`src/rtl/fetch_stage_pkg.sv`:
```
// Shared constants and helpers for the MIPS fetch stage: reset/handler PCs,
// instruction-memory window, exception codes and the fetch address check.
package fetch_stage_pkg;

  localparam logic [31:0] RESET_PC   = 32'h0000_3000;
  localparam logic [31:0] HANDLER_PC = 32'h0000_4180;
  localparam logic [31:0] IM_BASE    = 32'h0000_3000;
  localparam int unsigned IM_WORDS   = 4096;
  localparam logic [31:0] IM_LIMIT   = IM_BASE + 32'(IM_WORDS * 4);

  localparam logic [4:0]  EXC_NONE   = 5'd0;
  localparam logic [4:0]  EXC_ADEL   = 5'd4;
  localparam logic [31:0] NOP        = 32'h0;

  // AdEL on a misaligned PC or one outside [IM_BASE, IM_LIMIT)
  function automatic logic is_adel(input logic [31:0] pc);
    return (pc[1:0] != 2'b00) || (pc < IM_BASE) || (pc >= IM_LIMIT);
  endfunction

endpackage

```
`src/rtl/if_id_reg.sv`:
```
// F/D pipeline register: reset, then interrupt flush, then eret flush,
// then stall hold, otherwise capture the fetched instruction.
module if_id_reg
  import fetch_stage_pkg::*;
(
  input  logic        clk,
  input  logic        reset,
  input  logic        flush_int,
  input  logic        flush_eret,
  input  logic        stall,
  input  logic [31:0] epc,
  input  logic [31:0] pc_in,
  input  logic [31:0] inst_in,
  input  logic        bd_in,
  input  logic [4:0]  exc_in,
  output logic [31:0] pc_out,
  output logic [31:0] inst_out,
  output logic        bd_out,
  output logic [4:0]  exc_out
);

  always_ff @(posedge clk) begin
    if (reset) begin
      pc_out   <= 32'h0;
      inst_out <= NOP;
      bd_out   <= 1'b0;
      exc_out  <= EXC_NONE;
    end else if (flush_int) begin
      pc_out   <= HANDLER_PC;
      inst_out <= NOP;
      bd_out   <= 1'b0;
      exc_out  <= EXC_NONE;
    end else if (flush_eret) begin
      // bubble is tagged with the eret target so decode sees a sane PC
      pc_out   <= epc;
      inst_out <= NOP;
      bd_out   <= 1'b0;
      exc_out  <= EXC_NONE;
    end else if (!stall) begin
      pc_out   <= pc_in;
      inst_out <= inst_in;
      bd_out   <= bd_in;
      exc_out  <= exc_in;
    end
  end

endmodule

```
`src/rtl/fetch_stage.sv`:
```
// Fetch stage: PC register, AdEL detection and F/D register instance.
// Optional FETCH_PERF_EN macro adds saturating fetch/stall counters.
module fetch_stage
  import fetch_stage_pkg::*;
(
  input  logic        clk,
  input  logic        reset,
  input  logic [31:0] NPC,
  input  logic        STALL,
  input  logic        INTREQ,
  input  logic        EXLCLR,
  input  logic        BRD,
  input  logic [31:0] i_inst_rdata,
  output logic [31:0] i_inst_addr,
  output logic [31:0] PCF,
  output logic [31:0] PCA4F,
  output logic [31:0] PCD,
  output logic [31:0] INSTRD,
  output logic        BDD,
  output logic [4:0]  EXCCODED
`ifdef FETCH_PERF_EN
  ,
  output logic [31:0] perf_fetch,
  output logic [31:0] perf_stall
`endif
);

  logic [31:0] pc_q;
  logic        flush;
  logic        adel;
  logic [31:0] fetch_word;
  logic [4:0]  fetch_exc;

  assign flush = INTREQ || EXLCLR;

  // a flush must redirect fetch even while decode is stalled
  always_ff @(posedge clk) begin
    if (reset)
      pc_q <= RESET_PC;
    else if (flush || !STALL)
      pc_q <= NPC;
  end

  assign PCF         = pc_q;
  assign i_inst_addr = pc_q;
  assign PCA4F       = pc_q + 32'd4;

  assign adel       = is_adel(pc_q);
  assign fetch_word = adel ? NOP : i_inst_rdata;
  assign fetch_exc  = adel ? EXC_ADEL : EXC_NONE;

  if_id_reg u_if_id_reg (
    .clk       (clk),
    .reset     (reset),
    .flush_int (INTREQ),
    .flush_eret(EXLCLR),
    .stall     (STALL),
    .epc       (NPC),
    .pc_in     (pc_q),
    .inst_in   (fetch_word),
    .bd_in     (BRD),
    .exc_in    (fetch_exc),
    .pc_out    (PCD),
    .inst_out  (INSTRD),
    .bd_out    (BDD),
    .exc_out   (EXCCODED)
  );

`ifdef FETCH_PERF_EN
  always_ff @(posedge clk) begin
    if (reset) begin
      perf_fetch <= 32'h0;
      perf_stall <= 32'h0;
    end else begin
      if (!STALL && !flush && perf_fetch != 32'hFFFF_FFFF)
        perf_fetch <= perf_fetch + 32'd1;
      if (STALL && !flush && perf_stall != 32'hFFFF_FFFF)
        perf_stall <= perf_stall + 32'd1;
    end
  end
`endif

endmodule

```
`config.mk`:
```
export PLATFORM = sky130hd
export DESIGN_NAME = fetch_stage
export DESIGN_NICKNAME = d
export VERILOG_FILES = /design/src/rtl/fetch_stage_pkg.sv /design/src/rtl/if_id_reg.sv /design/src/rtl/fetch_stage.sv
export SDC_FILE = /design/constraint.sdc
export NUM_CORES = 1
export LEC_CHECK = 0
export BUFFER_PORTS_ARGS = -buffer_cell sky130_fd_sc_hd__buf_2
export CAP_MARGIN = 20
export CORE_AREA = 2 2 127 117
export DETAILED_ROUTE_END_ITERATION = 7
export DIE_AREA = 0 0 129 119
export GPL_ROUTABILITY_DRIVEN = 1
export HOLD_SLACK_MARGIN = 0.02
export SLEW_MARGIN = 20
export SYNTH_ARGS = -nofsm -noshare
export SYNTH_HDL_FRONTEND = slang
export SYNTH_SLANG_ARGS = --single-unit
```
`constraint.sdc`:
```
create_clock -name clk -period 4.43 [get_ports clk]
set_input_delay 0.886 -clock clk [delete_from_list [all_inputs] [get_ports clk]]
set_output_delay 0.886 -clock clk [all_outputs]
set_load 0.02 [all_outputs]
```
# Word level (Yosys, flattened, before mapping)
# Index checks and enable logic that the tools add are counted.
# totals
reg_bits	102
latch_bits	0
mem_bits_rw	0
romBits	0
out_inout_bits	166
elab_cells	24
mem_count	0
# classes
addsub	1
multipliers	0
div_mod_pow	0
order_cmp	2
n_eq_ne	2
shift	0
n_mux	5
bitwise	0
n_reduce_logical	8
# ops
operator	n
$mux 32	3
$add 32x3->32 const B	1
$ge 32x15->1 const B	1
$lt 32x14->1 const B	1
$mux 15	1
$logic_or 1x1->1	4
$mux 3	1
$ne 3x1->1 const B	1
$reduce_or 3->1	1
$ne 2x1->1 const B	1
$reduce_bool 2->1	1
$reduce_or 2->1	1
$logic_not 1->1	1

# Longest topological paths before layout
# logic_depth
ltp_word	4
mapped_depth	7
ltp_nobuf	5

# Modules after synthesis
# A second synthesis with hierarchy kept.
# unflattened
hier_cells	579
area_unflattened_um2	5223.8
# modules_own_cells
module	instances	cells_per_inst	area_per_inst_um2	seq_area_each_um2
if_id_reg	1	267	2951.6	1401.3
fetch_stage	1	312	2272.2	640.6

# Worst setup path after synthesis
# OpenSTA, ideal clock, no wires.
# synth_timing
path_kind	reg-to-output
startpoint	register pc_q[15], in the netlist PCF[15]
endpoint	output PCA4F[29]
arrival_ns	1.769
slack_ns	1.775
stages_incl_launch_ff	6
path_cell_list	dfxtp_1 buf_2 nand4_2 nor4_4 nand4_1 xnor2_1
# synth_via
elab_chain_len	1
# synth_lines
item	line	rtl
from (decl)	fetch_stage.sv:28	logic [31:0] pc_q;
from (signal assigned)	fetch_stage.sv:39	pc_q <= RESET_PC;
from (signal assigned)	fetch_stage.sv:41	pc_q <= NPC;
$add 32x3->32	fetch_stage.sv:46	assign PCA4F = pc_q + 32'd4;
to (decl)	fetch_stage.sv:16	output logic [31:0] PCA4F,
# No other way between the ends.

# Worst setup path after layout
# layout_timing
startpoint	register pc_q[2], in the netlist PCF[2]
endpoint	output PCA4F[26]
# Same word-level chain as after synthesis.

==> impl_metrics.csv <==
group,metric,value,unit
outcome,status,"finished clean",
logic_synthesis,synth_cell_types,34,
floorplanning,die_x,129,um
logic_synthesis,gate_count_post_synth,603,
logic_synthesis,synth_common_cells,"sky130_fd_sc_hd__nand2_1 (104), sky130_fd_sc_hd__dfxtp_1 (98), sky130_fd_sc_hd__nor2_1 (63), sky130_fd_sc_hd__a21oi_1 (62), sky130_fd_sc_hd__nand3_1 (42)",
cells_and_area,layout.core_utilization,0.428,
logic_synthesis,netlist_area,4820,um2
grt,global_route.usage.total,0.185,
logic_synthesis,ys_seq_elements,98,
sta,slew_viol_final,0,
sta,finalCritPeriodShare,0.723,
sta,timing.final.crit_period,3200,ps
sta,fin_worst_skew,8.39,ps
grt,overflow,0,
place,finalWeightedCongestion,0.757,
clock_tree,tritoncts,"done",
routing,postRouteAntennaNets,0,
routing,route.detailed.vias_per_inst,4.67,
setup_path,critPathLaunchType,"flop",
power_and_ir_drop,power.density_cell_area,339,nW/um2
power_and_ir_drop,power.share.switching,0.299,
grt,vias_in_the_first_global_route,4177,
cells_and_area,final_nets,842,
logic_synthesis,synthArstFlopShare,0,
clock_tree,htree_num_levels,3,
logic_synthesis,yosys.area.top_type_share,0.407,
routing,drc,0,
cells_and_area,syn_to_final_growth,26.3,%
sta,setup_violations,0,
clock_tree,ctsResizeCount,0,
clock_tree,clock-sinks,98,
power_and_ir_drop,power.internal,1.44,mW
power_and_ir_drop,power.net_switching,0.617,mW
logic_synthesis,synth_sequential_area_ratio,0.407,
grt,grt_busiest_layer,"met2",
routing,drt_pass1_iterations,4,
floorplanning,area_of_the_die,15400,um2
setup_path,timing.critical_path.required,3540,ps
clock_tree,worstSkewPairLatency,350,ps
place,estimated_wirelength_of_the_detail_placed_design,10.2,mm
cells_and_area,post_route_cells_drive_above_1_share,0.343,
routing,detail_route.wl_per_cell,14.8,um
clock_tree,cts_buffers,9,
clock_tree,ctsLongestPathBuffers,2,
sta,max-slew-margin-rel,0.510,
clock_tree,clockRootBuffer,"sky130_fd_sc_hd__clkbuf_16",
setup_path,critical_path_class,"flop to primary output",
power_and_ir_drop,power.clock.fraction,0.372,
grt,grt_first_pass_wirelength,22.4,mm
grt,met1_usage,0.246,
place,port_buffers,231,
floorplanning,fp.dieH,119,um
logic_synthesis,post_synthesis_mean_instance_area,7.99,um2
power_and_ir_drop,power_frac_seq,0.467,
clock_tree,post_cts_hold_buffer_count,0,
grt,grt_start_max_net_pins,52,
sta,setup_repair_after_global_routing_missed_its_margin,"no",
logic_synthesis,synth_area_leader_cell,"sky130_fd_sc_hd__dfxtp_1",
floorplanning,initial_utilization,0.338,
cells_and_area,antenna_cells,0,
sta,worst_margin_pin_slew,736,ps
power_and_ir_drop,worst_ir_drop_vdd,170,uV
setup_path,timing.critical_path.fanout_max,9,
logic_synthesis,most_used_flip_flop_cell_after_synthesis,"sky130_fd_sc_hd__dfxtp_1",
setup_path,max_stage_delay,550,ps
power_and_ir_drop,p_leak,2.94,nW
grt,gr-usage-met3,0.0548,
place,placedInstanceArea,5800,um2
floorplanning,num_rows,42,
logic_synthesis,synth.top_cells.by_area,"sky130_fd_sc_hd__dfxtp_1 (41%), sky130_fd_sc_hd__nand2_1 (8.1%), sky130_fd_sc_hd__mux2i_1 (6.9%)",
routing,detail_route.iter0.violations,240,
hold_path,min-delay-path-class,"flop to flop",
setup_path,crit_path_cell_trace,"ha_1, nand2_1, nor2_1, nand4_1, xnor2_1, buf_2",
sta,hold_viol,0,
logic_synthesis,synth_enable_flop_cells,0,
logic_synthesis,yosysMostFrequentCell,"sky130_fd_sc_hd__nand2_1",
floorplanning,core_region_area,14200,um2
clock_tree,post-cts-setup-buffer-count,0,
cells_and_area,final_design_area_no_fill,6090,um2
power_and_ir_drop,combinational_fraction_of_design_power,0.160,
sta,achievable-frequency,312,MHz
cells_and_area,num-fill-cells,1521,
routing,wl,14.4,mm
setup_path,setup.worst_path.end_class,"primary output",
grt,met2_usage,0.299,
logic_synthesis,yosys_warnings,0,
clock_tree,clk_pin_slew,70,ps
routing,detailroute.via_count,4540,
setup_path,worst-endpoint-arrival,2320,ps
grt,number_of_antenna_violations_at_the_first_check_in_global_routing,0,
run,max_cap_violations,0,
sta,finalSetupTns,0,ps
setup_path,slowest_stage,"sky130_fd_sc_hd__nor2_1",
floorplanning,io_pins,236,
[stage by stage]
| step | hold slack, ps | cells | setup slack, ps | power, mW |
|---|---|---|---|---|
| final | 469 | 973 | 1230 | 2.06 |
| after global routing | 495 | 973 | 1020 | 2.16 |
| after CTS | 473 | 973 | 1140 | 2.09 |
| after detailed placement | 462 | 957 | 1520 | 1.32 |
| after global placement | 460 | 957 | 1570 | 1.32 |
| after floorplan | 536 | 606 | 1770 | 1.21 |
[state kept, by name, summed over array words and instances, names as in the netlist]
| register | count |
|---|---|
| PCF | 32 |
| u_if_id_reg.pc_out | 32 |
| u_if_id_reg.inst_out | 32 |
| u_if_id_reg.exc_out | 1 |
| u_if_id_reg.bd_out | 1 |
[layout by cell type (no fill, tap or decap), types with 8 or more instances in the layout]
master                      count
sky130_fd_sc_hd__o21ai_1       32
sky130_fd_sc_hd__nor2_1        62
sky130_fd_sc_hd__mux2i_1       33
sky130_fd_sc_hd__clkbuf_16      9
sky130_fd_sc_hd__and3_1         9
sky130_fd_sc_hd__xor2_1         8
sky130_fd_sc_hd__buf_4          8
sky130_fd_sc_hd__nand3_1       42
sky130_fd_sc_hd__nand4_1        9
sky130_fd_sc_hd__xnor2_1       21
sky130_fd_sc_hd__a21oi_1       62
sky130_fd_sc_hd__buf_2        230
sky130_fd_sc_hd__nand2_1      104
sky130_fd_sc_hd__dfxtp_1       98
[final timing paths]
path                                         startpoint  depth (start not counted)                                     to  slack, ps
setup / recovery                    PCF[2]$_SDFFE_PP0P_                          6                              PCA4F[26]       1230
hold / removal    u_if_id_reg.inst_out[23]$_SDFFE_PP0N_                          2  u_if_id_reg.inst_out[23]$_SDFFE_PP0N_        470
setup reg to reg                   PCF[12]$_SDFFE_PP1P_                          5    u_if_id_reg.exc_out[2]$_SDFFE_PP0N_       2700
hold reg to reg   u_if_id_reg.inst_out[23]$_SDFFE_PP0N_                          2  u_if_id_reg.inst_out[23]$_SDFFE_PP0N_        470
[cell type report]
type	instances	area [um2]	area share
tap	198	248	0.0407
multi-input combinational	419	2360	0.388
clock buffer	11	253	0.0415
clock inverter	5	37.5	0.00616
inverter	4	15.0	0.00247
timing repair buffer	238	1210	0.199
sequential	98	1960	0.322
[power by group through the flow]
stage,combinational (mW),clock (mW),sequential [mW]
final,0.331,0.767,0.964
after global routing,0.360,0.827,0.971
after CTS,0.334,0.793,0.964
after detailed placement,0.333,0,0.984
after global placement,0.334,0,0.984
after floorplan,0.209,0,1.00
[cells by family (layout without fill, tap and decap cells)]
logic type	count (synthesis)	in the layout	share of synthesized area
adders and majority gates	2	2	0.00519
buffers and inverters	89	258	0.106
AOI/OAI and AO/OA	94	94	0.0976
and+or+nand+nor	254	254	0.255
DFF	98	98	0.407
muxes	36	36	0.0755
other	1	4	0.000778
xor gates and xnor gates	29	29	0.0527
[per-layer routing]
| layer | wire length [um] | share of wire |
|---|---|---|
| met3 | 1020 | 0.071 |
| met5 | 0 | 0 |
| met1 | 6720 | 0.47 |
| met4 | 82 | 0.0057 |
| met2 | 6580 | 0.46 |
[critical path: cells and delay by family, from the launching register on]
| kind | cells | cell delay, ps |
|---|---|---|
| and+or+nand+nor | 3 | 890 |
| DFF | 1 | 460 |
| adders and majority gates | 1 | 280 |
| buffers and inverters | 1 | 180 |
| xor gates and xnor gates | 1 | 170 |
Note: power is estimated with default switching activity, not from simulation.
